$ cat src/rtl/rd_fram_ctrl.sv
// Line-fetch read controller: splits each video line into DDR read bursts and
// writes the returned beats into a two-bank line buffer. RD_FRAM_CTRL_STAT_EN adds a completed-line counter.
module rd_fram_ctrl #(
  parameter int ADDR_W      = 28,
  parameter int FRAME_BASE  = 0,
  parameter int LINE_BEATS  = 256,
  parameter int BURST_LEN   = 16,
  parameter int FRAME_LINES = 720
) (
  input  logic              clk,
  input  logic              rst_n,
  input  logic              frame_start,
  input  logic              line_req,
  output logic              rd_cmd_valid,
  input  logic              rd_cmd_ready,
  output logic [ADDR_W-1:0] rd_cmd_addr,
  output logic [7:0]        rd_cmd_len,
  input  logic              rd_data_valid,
  input  logic [255:0]      rd_data,
  output logic              buf_wr_en,
  output logic [8:0]        buf_wr_addr,
  output logic [255:0]      buf_wr_data,
  output logic              line_done,
  output logic              busy,
  output logic              err_overrun,
  output logic [15:0]       stat_line_cnt
);

  localparam int LC_W = (FRAME_LINES > 1) ? $clog2(FRAME_LINES) : 1;

  typedef enum logic [1:0] {
    IDLE = 2'd0,
    CMD  = 2'd1,
    DATA = 2'd2,
    DONE = 2'd3
  } state_t;

  state_t            state_r, state_s;
  logic [LC_W-1:0]   line_cnt_r, line_cnt_s;
  logic              bank_r, bank_s;
  logic [7:0]        burst_idx_r, burst_idx_s;
  logic [7:0]        beat_idx_r, beat_idx_s;
  logic              pending_r, pending_s;
  logic              fs_latch_r, fs_latch_s;
  logic              restart_s, overrun_req_s, stray_beat_s;
  logic              burst_end_s, line_end_s, wr_beat_s;
  logic [ADDR_W-1:0] addr_s;

  logic              rd_cmd_valid_r, buf_wr_en_r, line_done_r, busy_r, err_overrun_r;
  logic [ADDR_W-1:0] rd_cmd_addr_r;
  logic [7:0]        rd_cmd_len_r;
  logic [8:0]        buf_wr_addr_r;
  logic [255:0]      buf_wr_data_r;

  // A restart (direct or deferred) is only ever applied while idle
  assign restart_s    = (state_r == IDLE) && (frame_start || fs_latch_r);
  assign stray_beat_s = rd_data_valid && (state_r != DATA);
  assign wr_beat_s    = rd_data_valid && (state_r == DATA);
  assign burst_end_s  = (beat_idx_r & 8'(BURST_LEN - 1)) == 8'(BURST_LEN - 1);
  assign line_end_s   = beat_idx_r == 8'(LINE_BEATS - 1);
  assign addr_s       = ADDR_W'(FRAME_BASE) + ADDR_W'(line_cnt_s) * ADDR_W'(LINE_BEATS)
                      + ADDR_W'(burst_idx_s) * ADDR_W'(BURST_LEN);

  // Next-state, request queueing and index bookkeeping
  always_comb begin
    state_s       = state_r;
    line_cnt_s    = line_cnt_r;
    bank_s        = bank_r;
    burst_idx_s   = burst_idx_r;
    beat_idx_s    = beat_idx_r;
    pending_s     = pending_r;
    fs_latch_s    = fs_latch_r;
    overrun_req_s = 1'b0;

    // A request arriving while one is already queued is dropped
    if ((state_r == IDLE) && (frame_start || pending_r)) begin
      pending_s = line_req;
    end else if (line_req) begin
      pending_s     = 1'b1;
      overrun_req_s = pending_r;
    end else begin
      pending_s = pending_r;
    end

    if ((state_r != IDLE) && frame_start) begin
      fs_latch_s = 1'b1;
    end else if (restart_s) begin
      fs_latch_s = 1'b0;
    end else begin
      fs_latch_s = fs_latch_r;
    end

    case (state_r)
      IDLE: begin
        line_cnt_s = restart_s ? '0 : line_cnt_r;
        bank_s     = restart_s ? 1'b0 : bank_r;
        if (pending_r && !frame_start) begin
          state_s = CMD;
        end else begin
          state_s = IDLE;
        end
      end
      CMD: begin
        if (rd_cmd_ready) begin
          state_s = DATA;
        end else begin
          state_s = CMD;
        end
      end
      DATA: begin
        if (rd_data_valid && burst_end_s && line_end_s) begin
          state_s     = DONE;
          beat_idx_s  = 8'd0;
          burst_idx_s = 8'd0;
        end else if (rd_data_valid && burst_end_s) begin
          state_s     = CMD;
          beat_idx_s  = beat_idx_r + 8'd1;
          burst_idx_s = burst_idx_r + 8'd1;
        end else if (rd_data_valid) begin
          state_s    = DATA;
          beat_idx_s = beat_idx_r + 8'd1;
        end else begin
          state_s = DATA;
        end
      end
      DONE: begin
        state_s    = IDLE;
        bank_s     = ~bank_r;
        line_cnt_s = (line_cnt_r == LC_W'(FRAME_LINES - 1)) ? '0 : line_cnt_r + 1'b1;
      end
      default: begin
        state_s = IDLE;
      end
    endcase
  end

  // State and registered outputs; outputs are derived from next-state values
  always_ff @(posedge clk or negedge rst_n) begin
    if (!rst_n) begin
      state_r        <= IDLE;
      line_cnt_r     <= '0;
      bank_r         <= 1'b0;
      burst_idx_r    <= 8'd0;
      beat_idx_r     <= 8'd0;
      pending_r      <= 1'b0;
      fs_latch_r     <= 1'b0;
      rd_cmd_valid_r <= 1'b0;
      rd_cmd_addr_r  <= '0;
      rd_cmd_len_r   <= 8'd0;
      buf_wr_en_r    <= 1'b0;
      buf_wr_addr_r  <= 9'd0;
      buf_wr_data_r  <= 256'd0;
      line_done_r    <= 1'b0;
      busy_r         <= 1'b0;
      err_overrun_r  <= 1'b0;
    end else begin
      state_r        <= state_s;
      line_cnt_r     <= line_cnt_s;
      bank_r         <= bank_s;
      burst_idx_r    <= burst_idx_s;
      beat_idx_r     <= beat_idx_s;
      pending_r      <= pending_s;
      fs_latch_r     <= fs_latch_s;
      rd_cmd_valid_r <= (state_s == CMD);
      buf_wr_en_r    <= wr_beat_s;
      line_done_r    <= (state_s == DONE);
      busy_r         <= (state_s != IDLE);
      err_overrun_r  <= err_overrun_r | overrun_req_s | stray_beat_s;
      if (state_s == CMD) begin
        rd_cmd_addr_r <= addr_s;
        rd_cmd_len_r  <= 8'(BURST_LEN - 1);
      end
      if (wr_beat_s) begin
        buf_wr_addr_r <= {bank_r, beat_idx_r};
        buf_wr_data_r <= rd_data;
      end
    end
  end

`ifdef RD_FRAM_CTRL_STAT_EN
  logic [15:0] stat_r;

  // Saturating completed-line counter, cleared together with the line counter
  always_ff @(posedge clk or negedge rst_n) begin
    if (!rst_n) begin
      stat_r <= 16'h0000;
    end else if (restart_s) begin
      stat_r <= 16'h0000;
    end else if ((state_r == DONE) && (stat_r != 16'hFFFF)) begin
      stat_r <= stat_r + 16'h0001;
    end
  end

  assign stat_line_cnt = stat_r;
`else
  assign stat_line_cnt = 16'h0000;
`endif

  assign rd_cmd_valid = rd_cmd_valid_r;
  assign rd_cmd_addr  = rd_cmd_addr_r;
  assign rd_cmd_len   = rd_cmd_len_r;
  assign buf_wr_en    = buf_wr_en_r;
  assign buf_wr_addr  = buf_wr_addr_r;
  assign buf_wr_data  = buf_wr_data_r;
  assign line_done    = line_done_r;
  assign busy         = busy_r;
  assign err_overrun  = err_overrun_r;

endmodule

$ cat config.mk
export PLATFORM = sky130hd
export DESIGN_NAME = rd_fram_ctrl
export DESIGN_NICKNAME = d
export VERILOG_FILES = /design/src/rtl/rd_fram_ctrl.sv
export SDC_FILE = /design/constraint.sdc
export NUM_CORES = 1
export LEC_CHECK = 0
export CAP_MARGIN = 20
export CORE_AREA = 2 2 229 231
export CTS_CLUSTER_SIZE = 14
export DETAILED_ROUTE_END_ITERATION = 8
export DIE_AREA = 0 0 231 233
export SLEW_MARGIN = 20
export SYNTH_ARGS = -nofsm -noshare
export SYNTH_HDL_FRONTEND = slang
export SYNTH_SLANG_ARGS = --single-unit
$ cat constraint.sdc
create_clock -name clk -period 4.8 [get_ports clk]
set_input_delay 1.2 -clock clk [delete_from_list [all_inputs] [get_ports clk]]
set_output_delay 1.2 -clock clk [all_outputs]
set_load 0.005 [all_outputs]
==> impl_metrics.tcl, run 1 <==
set metrics [dict create \
    syn_area_sq_mm 0.0127 \
    gr-total-overflow 0 \
    clk_latency_ns 0.54 \
    netSwitchingFraction_pct 28.4 \
    seqPwrFrac_pct 39.7 \
    dieArea_sq_mm 0.0538 \
    yosys.area_share.xor_xnor_pct 1.03 \
    synthAdderAreaFrac_pct 1.24 \
    slew_headroom_pct 30.0 \
    clk_root_buffer_cell "clkbuf_16" \
    post_cts_buffers 0 \
    max-cap-violations 0 \
    synth_seq_cells 317 \
    hp-class "reg -> reg" \
    gp_routability_congestion 0.809 \
    synthSimpleGateAreaFrac_pct 27.4 \
    vias 11043 \
    muxShareOfSynthArea_pct 0.443 \
    hold_viol 0 \
    row_count 83 \
    grt_pass1_vias 11085 \
    power_leakage_nw 9.67 \
    syn_area_per_cell_sq_um 9.00 \
    synth_edf_count 0 \
    ys_seq_area_share_pct 62.4 \
    combPwrFrac_pct 34.3 \
    p_int_mw 7.81 \
    nets 2222 \
    post_cts_resized 0 \
    clkPwrFrac_pct 26.0 \
    port_buffers 550 \
    cts_tree "done" \
    cts_hold_buffers 0 \
    setup_tns_ns 0 \
    final.setup_skew_ns 0.00730 \
    cp-start-kind "primary input" \
    coreArea_sq_mm 0.0511 \
    drt_first_pass_iters 5 \
    syn2layout_area_growth_pct 57.7 \
    fin_crit_sh_pct 79.4 \
    path_max_fanout 8 \
    antenna_found_initial 1 \
    grt_pass1_wl_mm 63.9 \
    peakVddDrop_mv 0.216 \
    synth_top_family_by_area "simple AND/OR/NAND/NOR gates" \
    required_ns 5.27 \
    initial_core_util_pct 24.9 \
    async_flop_share_pct 100 \
    finalCriticalPeriod_ns 3.81 \
    drv_slew 0 \
    dr.first_iter.drc_count 605 \
    cts_buffer_depth 3 \
    wl_per_cell_microns 16.0 \
    synth-compound-area-share_pct 3.03 \
    worstMarginPinSlew_ns 1.05 \
    crit_arrival_ns 4.28 \
    place.detailed.hpwl_mm 30.5 \
    final_util_pct 39.2 \
    status "completed" \
    power.density_mw_per_mm2 544 \
    grt_usage_pct 15.1 \
    crit_type "in -> reg" \
    numCtsBuffers 38 \
    netlist_instances 1412 \
    endpoint_kind "register" \
    ys.flop_type "dfrtp_1" \
    drtAntennaViolNets 0 \
    rsz0062_at_grt "no" \
    grt_max_degree 113 \
    p_sw_mw 3.09 \
    wl_mm 42.4 \
    die_x_microns 231 \
    layout-drive-gt1-share_pct 4.31 \
    die_h_microns 233 \
    fmax_mhz 262 \
    num_io_pins 584 \
    htree_levels 2 \
    vias_per_cell 4.16 \
    power_mw 10.9 \
    antenna_cells 0 \
    clkSlewWorstSetupHoldPaths_ns 0.05 \
    yosysUniqueCellTypes 50 \
    yosys_warnings 0 \
    cts.sinks 317 \
    drc 0 \
    setup_viol 0 \
]
kinds of logic after synthesis:
group	count (synthesis)
mux	5
other cells	1
flops	317
xor+xnor	15
fa+ha+maj	12
compound gates	56
simple gates	894
buf+inv	112
worst paths after layout:
path / startpoint / endpoint / slack, ns / cells after the start
max reg2reg: beat_idx_r[0] / rd_cmd_addr[18] / 1.44 / 15
min: buf_wr_data[163] / buf_wr_data[163] / 0.47 / 2
min in group asynchronous: rst_n / buf_wr_data[214] / 0.76 / 1
max: rd_data_valid / rd_cmd_addr[18] / 0.99 / 16
min reg2reg: buf_wr_data[163] / buf_wr_data[163] / 0.47 / 2
max in group asynchronous: rst_n / buf_wr_data[144] / 3.09 / 2
power groups by stage:
stage	logic [mW]	clock network (mW)	registers, mW
floorplan	0.891	0	4.42
global placement	3.77	0	4.33
detailed placement	3.81	0	4.37
CTS	3.83	2.95	4.33
global route	4.09	3.05	4.47
finish	3.74	2.83	4.33
cell usage after synthesis (all sizes together), types with 5 or more instances:
cell    instances  area share, %
inv            12           0.35
nand4           9           0.44
clkbuf         62            1.8
nor2b           5           0.25
a31oi           5           0.30
nand2         822             24
buf            37            2.2
a21oi           6           0.24
nand3          11           0.43
nor3            5           0.20
dfrtp         317             62
xor2            7           0.48
mux2            5           0.44
ha             11            1.1
o21ai          20           0.79
a21o            5           0.31
xnor2           8           0.55
nor2           22           0.65
metrics by stage:
stage / worst slack, ns / instances / hold WS (ns) / cell area [sq um]
after CTS: 1.00 / 2652 / 0.474 / 20000
after detailed placement: 0.396 / 2588 / 0.461 / 18800
after floorplan: 0.949 / 1444 / 0.470 / 12800
after global routing: 0.652 / 2652 / 0.489 / 20000
final: 0.989 / 2652 / 0.468 / 20000
after global placement: 0.538 / 2588 / 0.457 / 18800
registers in the layout, summed over array words and instances, names as in the netlist, 2 cells and up:
register,count
state_r,2
beat_idx_r,8
rd_cmd_addr,15
buf_wr_addr,9
line_cnt_r,10
buf_wr_data,256
burst_idx_r,8
per-layer routing:
| metal | GRT usage, % | part of all wire (%) | vias to the layer above |
|---|---|---|---|
| li1 | - | - | 5371 |
| met1 | 18.4 | 40 | 5265 |
| met2 | 26.1 | 50 | 342 |
| met3 | 3.70 | 6.8 | 63 |
| met4 | 4.82 | 2.3 | 2 |
| met5 | 0 | 0.031 | - |
layout make-up:
type | instances | area (sq um)
clock buffer | 56 | 1130
clock inverter | 8 | 90.1
multi-input combinational | 1015 | 4350
inverter | 13 | 56.3
tap | 680 | 851
sequential | 317 | 7930
timing repair buffer | 563 | 5630
fill | 5134 | 31100
critical path, stage by stage:
cell and delay [ns]:
clkdlybuf4s50_1 0.56, nand2_4 0.10, inv_8 0.05, nand2_1 0.15
nor2_1 0.28, nand4_1 0.12, o21ai_0 0.30, ha_1 0.23
inv_1 0.05, fa_1 0.39, nor2b_1 0.13, o21ai_0 0.08
nand2b_1 0.14, nand2_1 0.09, nor3_1 0.22, a31o_2 0.19
placed cells by master (no fill, tap or decap), types with 6 or more instances in the layout:
| master | synthesis | layout |
|---|---|---|
| clkbuf_1 | 62 | 10 |
| o21ai_0 | 19 | 19 |
| dfrtp_1 | 317 | 317 |
| buf_4 | 36 | 11 |
| nor2_1 | 22 | 22 |
| conb_1 | 1 | 33 |
| a21oi_1 | 6 | 6 |
| nand2_1 | 822 | 821 |
| clkbuf_16 | 0 | 41 |
| ha_1 | 11 | 11 |
| clkdlybuf4s50_1 | 0 | 549 |
| nand3_1 | 11 | 11 |
| xor2_1 | 7 | 7 |
| clkinv_2 | 0 | 6 |
| inv_1 | 12 | 11 |
| nand4_1 | 9 | 9 |
| xnor2_1 | 8 | 8 |
(Power assumes the default switching activity.)
==> inputs of run 2 (changes only) <==
--- a/config.mk
+++ b/config.mk
@@ -6,10 +6,10 @@
 export NUM_CORES = 1
 export LEC_CHECK = 0
 export CAP_MARGIN = 20
-export CORE_AREA = 2 2 229 231
+export CORE_AREA = 2 2 224 226
 export CTS_CLUSTER_SIZE = 14
 export DETAILED_ROUTE_END_ITERATION = 8
-export DIE_AREA = 0 0 231 233
+export DIE_AREA = 0 0 226 228
 export SLEW_MARGIN = 20
 export SYNTH_ARGS = -nofsm -noshare
 export SYNTH_HDL_FRONTEND = slang
==> constraint.sdc (replaced) <==
create_clock -name clk -period 3.8 [get_ports clk]
set_input_delay 0.95 -clock clk [delete_from_list [all_inputs] [get_ports clk]]
set_output_delay 0.95 -clock clk [all_outputs]
set_load 0.005 [all_outputs]
==> run 2 against run 1 <==
Sequential power rose by 26%. Non-clock buffer count up 13. Sequential cell count unchanged. Clock power increased by 34%. Routed wire length rose by 2.3%. Clock-buffer cell count fell by 7. Largest cell class unchanged.
==> impl_metrics.tcl, run 2 (synthesis results as in run 1) <==
set metrics [dict create \
    die_h_microns 228 \
    dieArea_sq_mm 0.0515 \
    path_max_fanout 4 \
    cp.buffers_inverters 3 \
    hp-class "in -> async" \
    die_x_microns 226 \
    vias_per_cell 4.20 \
    endpoint_kind "register" \
    whs_ns 0.464 \
    slowest_stage "clkdlybuf4s50_1" \
    critPathMaxStageDelay_ns 0.53 \
    gp_routability_congestion 0.805 \
    layout-drive-gt1-share_pct 5.29 \
    row_count 82 \
    power.density_mw_per_mm2 693 \
    nets 2234 \
    placed_cells 2593 \
    numCtsBuffers 37 \
    clk_latency_ns 0.53 \
    required_ns 4.28 \
    max-cap-violations 0 \
    crit_arrival_ns 3.80 \
    status "completed" \
    drv_slew 0 \
    antenna_found_initial 1 \
    met1_length_mm 17.8 \
    grt_pass1_wl_mm 67.0 \
    largest_reg_flops 256 \
    finalCriticalPeriod_ns 3.32 \
    place.detailed.hpwl_mm 31.2 \
    clkSlewWorstSetupHoldPaths_ns 0.06 \
    cts_buffer_depth 3 \
    final_common_cell "nand2_1" \
    gr-total-overflow 0 \
    cts_tree "done" \
    fillerInstances 4845 \
    post_cts_resized 0 \
    post_cts_buffers 0 \
    wl_per_cell_microns 16.3 \
    grt_pass1_vias 11532 \
    power_leakage_nw 9.78 \
    vias 11156 \
    stdcell_count 2657 \
    met3_length_mm 2.49 \
    cts_hold_buffers 0 \
    mostFrequentLayoutCells "821 x nand2_1, 549 x clkdlybuf4s50_1, 317 x dfrtp_1" \
    power_mw 14.0 \
    cts.sinks 317 \
    hold_viol 0 \
    coreArea_sq_mm 0.0493 \
    fin_crit_sh_pct 87.3 \
    final.setup_skew_ns 0.0193 \
    rsz0062_at_grt "no" \
    num_io_pins 584 \
    syn2layout_area_growth_pct 59.2 \
    grt_max_degree 179 \
    wl_met2_mm 22.2 \
    wl_mm 43.4 \
    highest_layer "met5" \
    initial_core_util_pct 25.8 \
    htree_levels 2 \
    dr.first_iter.drc_count 733 \
    drc 0 \
    clk_root_buffer_cell "clkbuf_16" \
    grt_usage_pct 16.6 \
    crit_type "in -> reg" \
    worstPathCellList "clkdlybuf4s50_1 -> nand2_4 -> inv_8 -> nand2_1 -> nor2_1 -> nand4_1 -> o21ai_0 -> ha_1 -> inv_1 -> fa_1 -> nor2b_1 -> o21ai_0 -> nand2b_1 -> nand2_1 -> nor3_1 -> a31o_2" \
    drtAntennaViolNets 0 \
    cp-start-kind "primary input" \
    peakVddDrop_mv 0.264 \
    fmax_mhz 301 \
    postLayoutCellArea_sq_mm 0.0202 \
    setup_tns_ns 0 \
    setup_viol 0 \
    antenna_cells 0 \
    worstMarginPinSlew_ns 0.999 \
    drt_first_pass_iters 5 \
    cpLargestDelayFamily "simple AND/OR/NAND/NOR gates" \
    slew_headroom_pct 33.4 \
    place_area_sq_mm 0.0189 \
    port_buffers 550 \
]
-- run 2: final timing paths --
kind	start	to	slack [ns]	cells after the start
setup / recovery	rd_data_valid	rd_cmd_addr[18]	0.48	16
hold / removal	rst_n	buf_wr_data[26]	0.46	1
setup reg to reg	state_r[0]	rd_cmd_addr[18]	0.60	14
hold reg to reg	buf_wr_data[67]	buf_wr_data[67]	0.47	2
max in group asynchronous	rst_n	buf_wr_data[127]	2.45	2
min in group clk	buf_wr_data[67]	buf_wr_data[67]	0.47	2
-- run 2: per-layer routing --
layer  GRT usage, %  vias up
li1               -     5396
met1           20.1     5388
met2           29.3      316
met3           3.63       54
met4           4.59        2
met5              0        -
-- run 2: per-stage QoR --
stage | utilization, % | worst slack (ns)
after floorplan | - | 0.199
after global placement | 38.4 | -0.00165
after detailed placement | 38.4 | -0.115
after CTS | 41.0 | 0.528
after global routing | 41.0 | 0.254
final | 41.0 | 0.482
-- run 2: cell type report --
type                       instances  area [sq um]  area share (%)
clock buffer                      49          1080            5.35
clock inverter                    15           206            1.02
inverter                          13          56.3           0.278
multi-input combinational       1015          4350            21.5
tap                              672           841            4.16
timing repair buffer             576          5770            28.5
sequential                       317          7930            39.2
-- run 2: where the power goes --
group | internal (mW) | switching (mW)
logic | 2.96 | 1.79
clock network | 2.34 | 1.46
registers | 4.73 | 0.742
total | 10.0 | 3.99
==> RTL edit 1: new RTL, flow settings as in run 2 <==
`FRAME_LINES`: 720 -> 2880.
--- a/src/rtl/rd_fram_ctrl.sv
+++ b/src/rtl/rd_fram_ctrl.sv
@@ -5,7 +5,7 @@
   parameter int FRAME_BASE  = 0,
   parameter int LINE_BEATS  = 256,
   parameter int BURST_LEN   = 16,
-  parameter int FRAME_LINES = 720
+  parameter int FRAME_LINES = 2880
 ) (
   input  logic              clk,
   input  logic              rst_n,
Check against the original RTL: same outputs for any inputs over 4 cycles, from zero or initial values and one cycle with rst_n low; that may be too few to reach the edited logic, so the function may still have changed.
==> RTL edit 1 against run 2 <==
Design area increased by 1.7%. Highest routed layer unchanged. Sequential cell count up 4. Power is 0.93% lower. Global-route usage is 0.13 points higher. Routed wire length up 1.2%. Via count grew 2.9%. Area after synthesis grew 2.6%. Final cell count increased by 1.3%. Setup slack got worse by 6.4 ps.
==> RTL edit 1: results (changes against run 2) <==
global-route usage over all layers: 16.69% (+0.13 points)
r2r startpoint: state_r[0]
GPL Wtd Cong: 0.8931 (+11%)
compound-cell area share of the yosys netlist: 3.271% (+0.24 points)
n_diodes: 5 (+5)
status: completed
count of state elements after synthesis: 321 (+1.3%)
CLK BUF: 51 (+4.1%)
# port buffers: 552 (+0.36%)
Worst Clk Skew: 10.45 ps (-8.834 ps)
leakage power: 0.009993 µW (+2.1%)
xor/xnor share of the synthesized area: 1.141% (+0.11 points)
critical path type: flop to flop
count of non-CTS buffers in the layout: 578 (+0.35%)
Multi-input gate area: 0.004567 mm² (+5.1%)
Switching Share: 28.28% (-0.21 points)
Seq area share: 39.03% (-0.18 points)
mux contribution to synthesized area: 0.6331% (+0.19 points)
Synth Area in Adders: 1.209% (-0.032 points)
Post-CTS Hold Buffers: 0 (unchanged)
max incr delay on CP: 390 ps (-140 ps)
R2R setup slack: 480 ps (-120 ps)
Routed WL per cell: 16.31 µm (-0.16%)
largest net degree at the start of global routing: 189 (+5.6%)
top cells by count, synth: nand2_1, dfrtp_1, clkbuf_1
DPL Wire Length: 32,110 µm (+3.1%)
routed length on met3: 4452 µm (+79%)
synth top area cells: dfrtp_1, nand2_1, buf_4
clk_lat worst skew: 540 ps
Netlist Area Pre-Place: 0.01304 mm² (+2.6%)
CTS Root Cell: clkbuf_16
first-pass GRT wire length: 66,940 µm (about the same)
fraction of area in multi-input gates: 22.19% (+0.71 points)
Post-DP Area: 0.01927 mm² (+1.7%)
vias in the first global route: 11,660 (+1.1%)
Ys Warns: 0 (unchanged)
CP max stage cell: fa_1
proportion of layout cells with a drive suffix above 1: 5.509% (+0.22 points)
worst-path fanout max: 7 (+3)
number of antenna violations at the first check in global routing: 9 (+8)
RR Endpoint: rd_cmd_addr[18]
met2 WL: 20,670 µm (-6.7%)
worst vdd rail ir drop: 0.0004572 V (+74%)
CTS H-tree depth: 2 (unchanged)
Hold Path Class: primary input to asynchronous set/reset pin
Max transition margin: 29.30% (-4.1 points)
multi-input gates: 1,042 (+2.7%)
Initial DRC Count: 596 (-19%)
Yosys cell types: 61 (+22%)
met1 wire length: 17,490 µm (-1.7%)
# fillers: 4,838 (-0.14%)
invs w/o clock: 10 (-3)
Num CTS Buffers: 38 (+2.7%)
nets: 2,265 (+1.4%)
sequential area share after synthesis: 61.58% (-0.84 points)
clock-cell share of area: 6.298% (-0.077 points)
via count: 11,480 (+2.9%)
Crit path arrival time: 3750 ps (-50 ps)
Data buffer area share: 28.12% (-0.38 points)
number of remaining DRC errors: 0 (unchanged)
-- RTL edit 1: cell types whose count changed after synthesis, sizes merged, moves of 3 or more --
cell,delta
a21oi,-4
a221o,-3
a31oi,-3
a32oi,+3
and4,+3
buf,+8
clkbuf,-7
dfrtp,+4
nand2,+15
nand3,+11
nor2,-4
nor3,-3
o21ai,+15
-- RTL edit 1: worst reg2reg max path: stages, from the launching register on --
cell     delay (ps)
dfrtp_1         380
inv_1            80
ha_1            350
nor2b_2         350
nand2_2         210
o21ai_0         280
ha_1            220
inv_1            60
fa_1            390
nor2b_1         120
o21ai_0          70
or2b_2          190
nand4_2         100
xnor2_1         170
mux2_4          260
-- RTL edit 1: worst min path at each step --
stage,end
after detailed placement,buf_wr_data[48]
after global placement,buf_wr_data[9]
after floorplan,burst_idx_r[7]
after CTS,buf_wr_data[231]
after global routing,buf_wr_data[231]
final,buf_wr_data[231]
-- RTL edit 1: power groups by stage --
stage | Clock, µW | Combinational [µW] | Sequential [µW]
CTS | 3950 | 4710 | 5470
global route | 4060 | 5070 | 5610
floorplan | 0 | 1080 | 5550
global placement | 0 | 4670 | 5440
finish | 3820 | 4620 | 5460
detailed placement | 0 | 4690 | 5490
-- RTL edit 1: stage by stage --
step           worst slack, ps  power, µW  instances  hold slack (ps)
2_1_floorplan            410.8       6627       1473            448.1
3_3_place_gp             73.69      10110       2623            456.2
3_5_place_dp             20.78      10180       2623            460.8
4_1_cts                  460.3      14130       2687            455.5
5_1_grt                  139.7      14750       2691            483.7
6_report                 475.3      13890       2692            443.2
-- RTL edit 1: layer usage --
metal	global-route usage, %	up-vias
met1	19.56	5434
met3	6.530	73
met5	0	-
li1	-	5515
met2	27.32	452
met4	6.623	2
==> RTL edit 2: new RTL, settings of run 2 <==
Without the edit above. Put one more register stage on the output `err_overrun`, with the module's reset. The value now appears one clock later. The other outputs are not delayed to match.
--- a/src/rtl/rd_fram_ctrl.sv
+++ b/src/rtl/rd_fram_ctrl.sv
@@ -204,7 +204,13 @@
   assign buf_wr_data  = buf_wr_data_r;
   assign line_done    = line_done_r;
   assign busy         = busy_r;
-  assign err_overrun  = err_overrun_r;
+  always_ff @(posedge clk or negedge rst_n) begin
+    if (!rst_n) begin
+      err_overrun <= '0;
+    end else begin
+      err_overrun <= err_overrun_r;
+    end
+  end
 
 endmodule
 
Formal check against the unedited RTL: not equivalent (Yosys sat finds a counterexample within 4 cycles, from zero or initial values and one cycle with rst_n low).
==> RTL edit 2 against run 2 <==
Routed wire length is 1.6% lower. Global-route usage is 0.21 points lower. First-iteration DRC count is 9.3% lower. Power is 0.25% lower. Design area hardly changed. Sequential cell count is 1 higher. Setup slack worse by 48 ps. Sequential power hardly changed. Area after synthesis is 0.20% higher.
==> RTL edit 2: results (changes against run 2) <==
largest net degree at the start of global routing: 119 (-34%)
Crit path arrival time: 3780 ps (-20 ps)
final cell count without fillers: 2,663 (+0.23%)
Max transition margin: 33.32% (-0.059 points)
Ys Warns: 0 (unchanged)
Yosys cell types: 50 (unchanged)
r2r startpoint: beat_idx_r[0]
# port buffers: 550 (unchanged)
max incr delay on CP: 540 ps
CP max stage cell: clkdlybuf4s50_1
sequential area share after synthesis: 62.49% (+0.074 points)
# fillers: 4,810 (-0.72%)
First-pass DRT Iterations: 5 (unchanged)
Synth area leader: dfrtp_1
Post-DP Area: 0.01893 mm² (about the same)
CTS resizes: 0 (unchanged)
worst hold margin: 334.7 ps (-129.4 ps)
Worst Clk Skew: 12.37 ps (-6.916 ps)
final WL: 42,720 µm (-1.6%)
Largest register FFs: 256 (unchanged)
worst vdd rail ir drop: 0.0002832 V (+7.5%)
nets: 2,235 (+0.045%)
CTS Buffer Depth: 3 (unchanged)
CTS H-tree depth: 2 (unchanged)
Synth async-reset ratio: 100.0% (unchanged)
status: completed
leakage power: 0.009776 µW (about the same)
global-route usage over all layers: 16.35% (-0.21 points)
via count: 11,150 (-0.054%)
CTS Root Cell: clkbuf_16
DPL Wire Length: 30,960 µm (-0.62%)
Num CTS Buffers: 39 (+5.4%)
Hold Path Class: primary input to asynchronous set/reset pin
clk_lat worst skew: 530 ps (about the same)
first-pass GRT wire length: 65,870 µm (-1.7%)
number of antenna violations at the first check in global routing: 1 (unchanged)
# placed instances: 2,592 (-0.039%)
proportion of layout cells with a drive suffix above 1: 5.276% (-0.013 points)
top cells by count, synth: nand2_1, dfrtp_1, clkbuf_1
clock-pin slew on the worst setup and hold paths: 60 ps (about the same)
GPL Wtd Cong: 0.8948 (+11%)
postcts setup bufs: 0 (unchanged)
cell count after synthesis: 1,413 (+0.071%)
Initial DRC Count: 665 (-9.3%)
synth top area cells: dfrtp_1, nand2_1, buf_4
worst setup path startpoint: rd_data_valid
R2R setup slack: 580 ps (-20 ps)
worst-path fanout max: 5 (+1)
==> RTL edit 2: cell types whose count changed after synthesis <==
cell	run 2	this run
dfrtp_1	317	318
==> RTL edit 2: per-stage QoR <==
stage               utilization (%)  setup WS [ps]
CTS                           41.01          488.8
global route                  41.01          256.4
finish                        41.01          433.6
floorplan                         -          198.8
detailed placement            38.36         -88.94
global placement              38.36         -44.74
==> RTL edit 2: power breakdown <==
part	internal, µW	switching (µW)
registers	4740	743
logic	2960	1800
clock network	2300	1440
==> RTL edit 2: worst paths after layout <==
check | end | cells past startpoint
max | rd_cmd_addr[17] | 15
min | buf_wr_data[234] | 1
max reg2reg | rd_cmd_addr[17] | 14
min reg2reg | err_overrun | 0
max in group asynchronous | buf_wr_data[159] | 2
min in group clk | err_overrun | 0
==> RTL edit 2: critical path, delay by kind of cell <==
family	cells	cell delay, ps
AO/OA/AOI/OAI	4	1020
adder cells (fa/ha/maj)	1	270
XOR/XNOR	1	170
buffers and inverters	2	590
AND/OR/NAND/NOR	7	770
==> RTL edit 2: final cells by class <==
type | instances | area [µm²] | area share [%]
sequential | 318 | 7958 | 39.31
timing repair buffer | 574 | 5728 | 28.30
multi-input combinational | 1015 | 4347 | 21.47
clock buffer | 58 | 1190 | 5.879
tap | 672 | 840.8 | 4.154
clock inverter | 12 | 118.9 | 0.5873
inverter | 13 | 56.30 | 0.2782
antenna | 1 | 2.502 | 0.01236
==> RTL edit 2: layer usage <==
layer | up-vias | wire length (µm) | share of wire [%] | GRT usage, %
met4 | 0 | 1377 | 3.2 | 6.188
met5 | - | 0 | 0 | 0
met1 | 5302 | 17250 | 40 | 19.65
li1 | 5409 | - | - | -
met3 | 80 | 2581 | 6.0 | 3.722
met2 | 359 | 21510 | 50 | 28.33
==> RTL edit 2: cell families after synthesis <==
kind of cell / after synthesis / share of synthesized area [%]
fa+ha+maj: 12 / 1.238
compound gates: 56 / 3.027
mux: 5 / 0.4421
flops: 318 / 62.49
xor+xnor: 15 / 1.032
other cells: 1 / 0.02945
simple gates: 894 / 27.37
buf+inv: 112 / 4.372
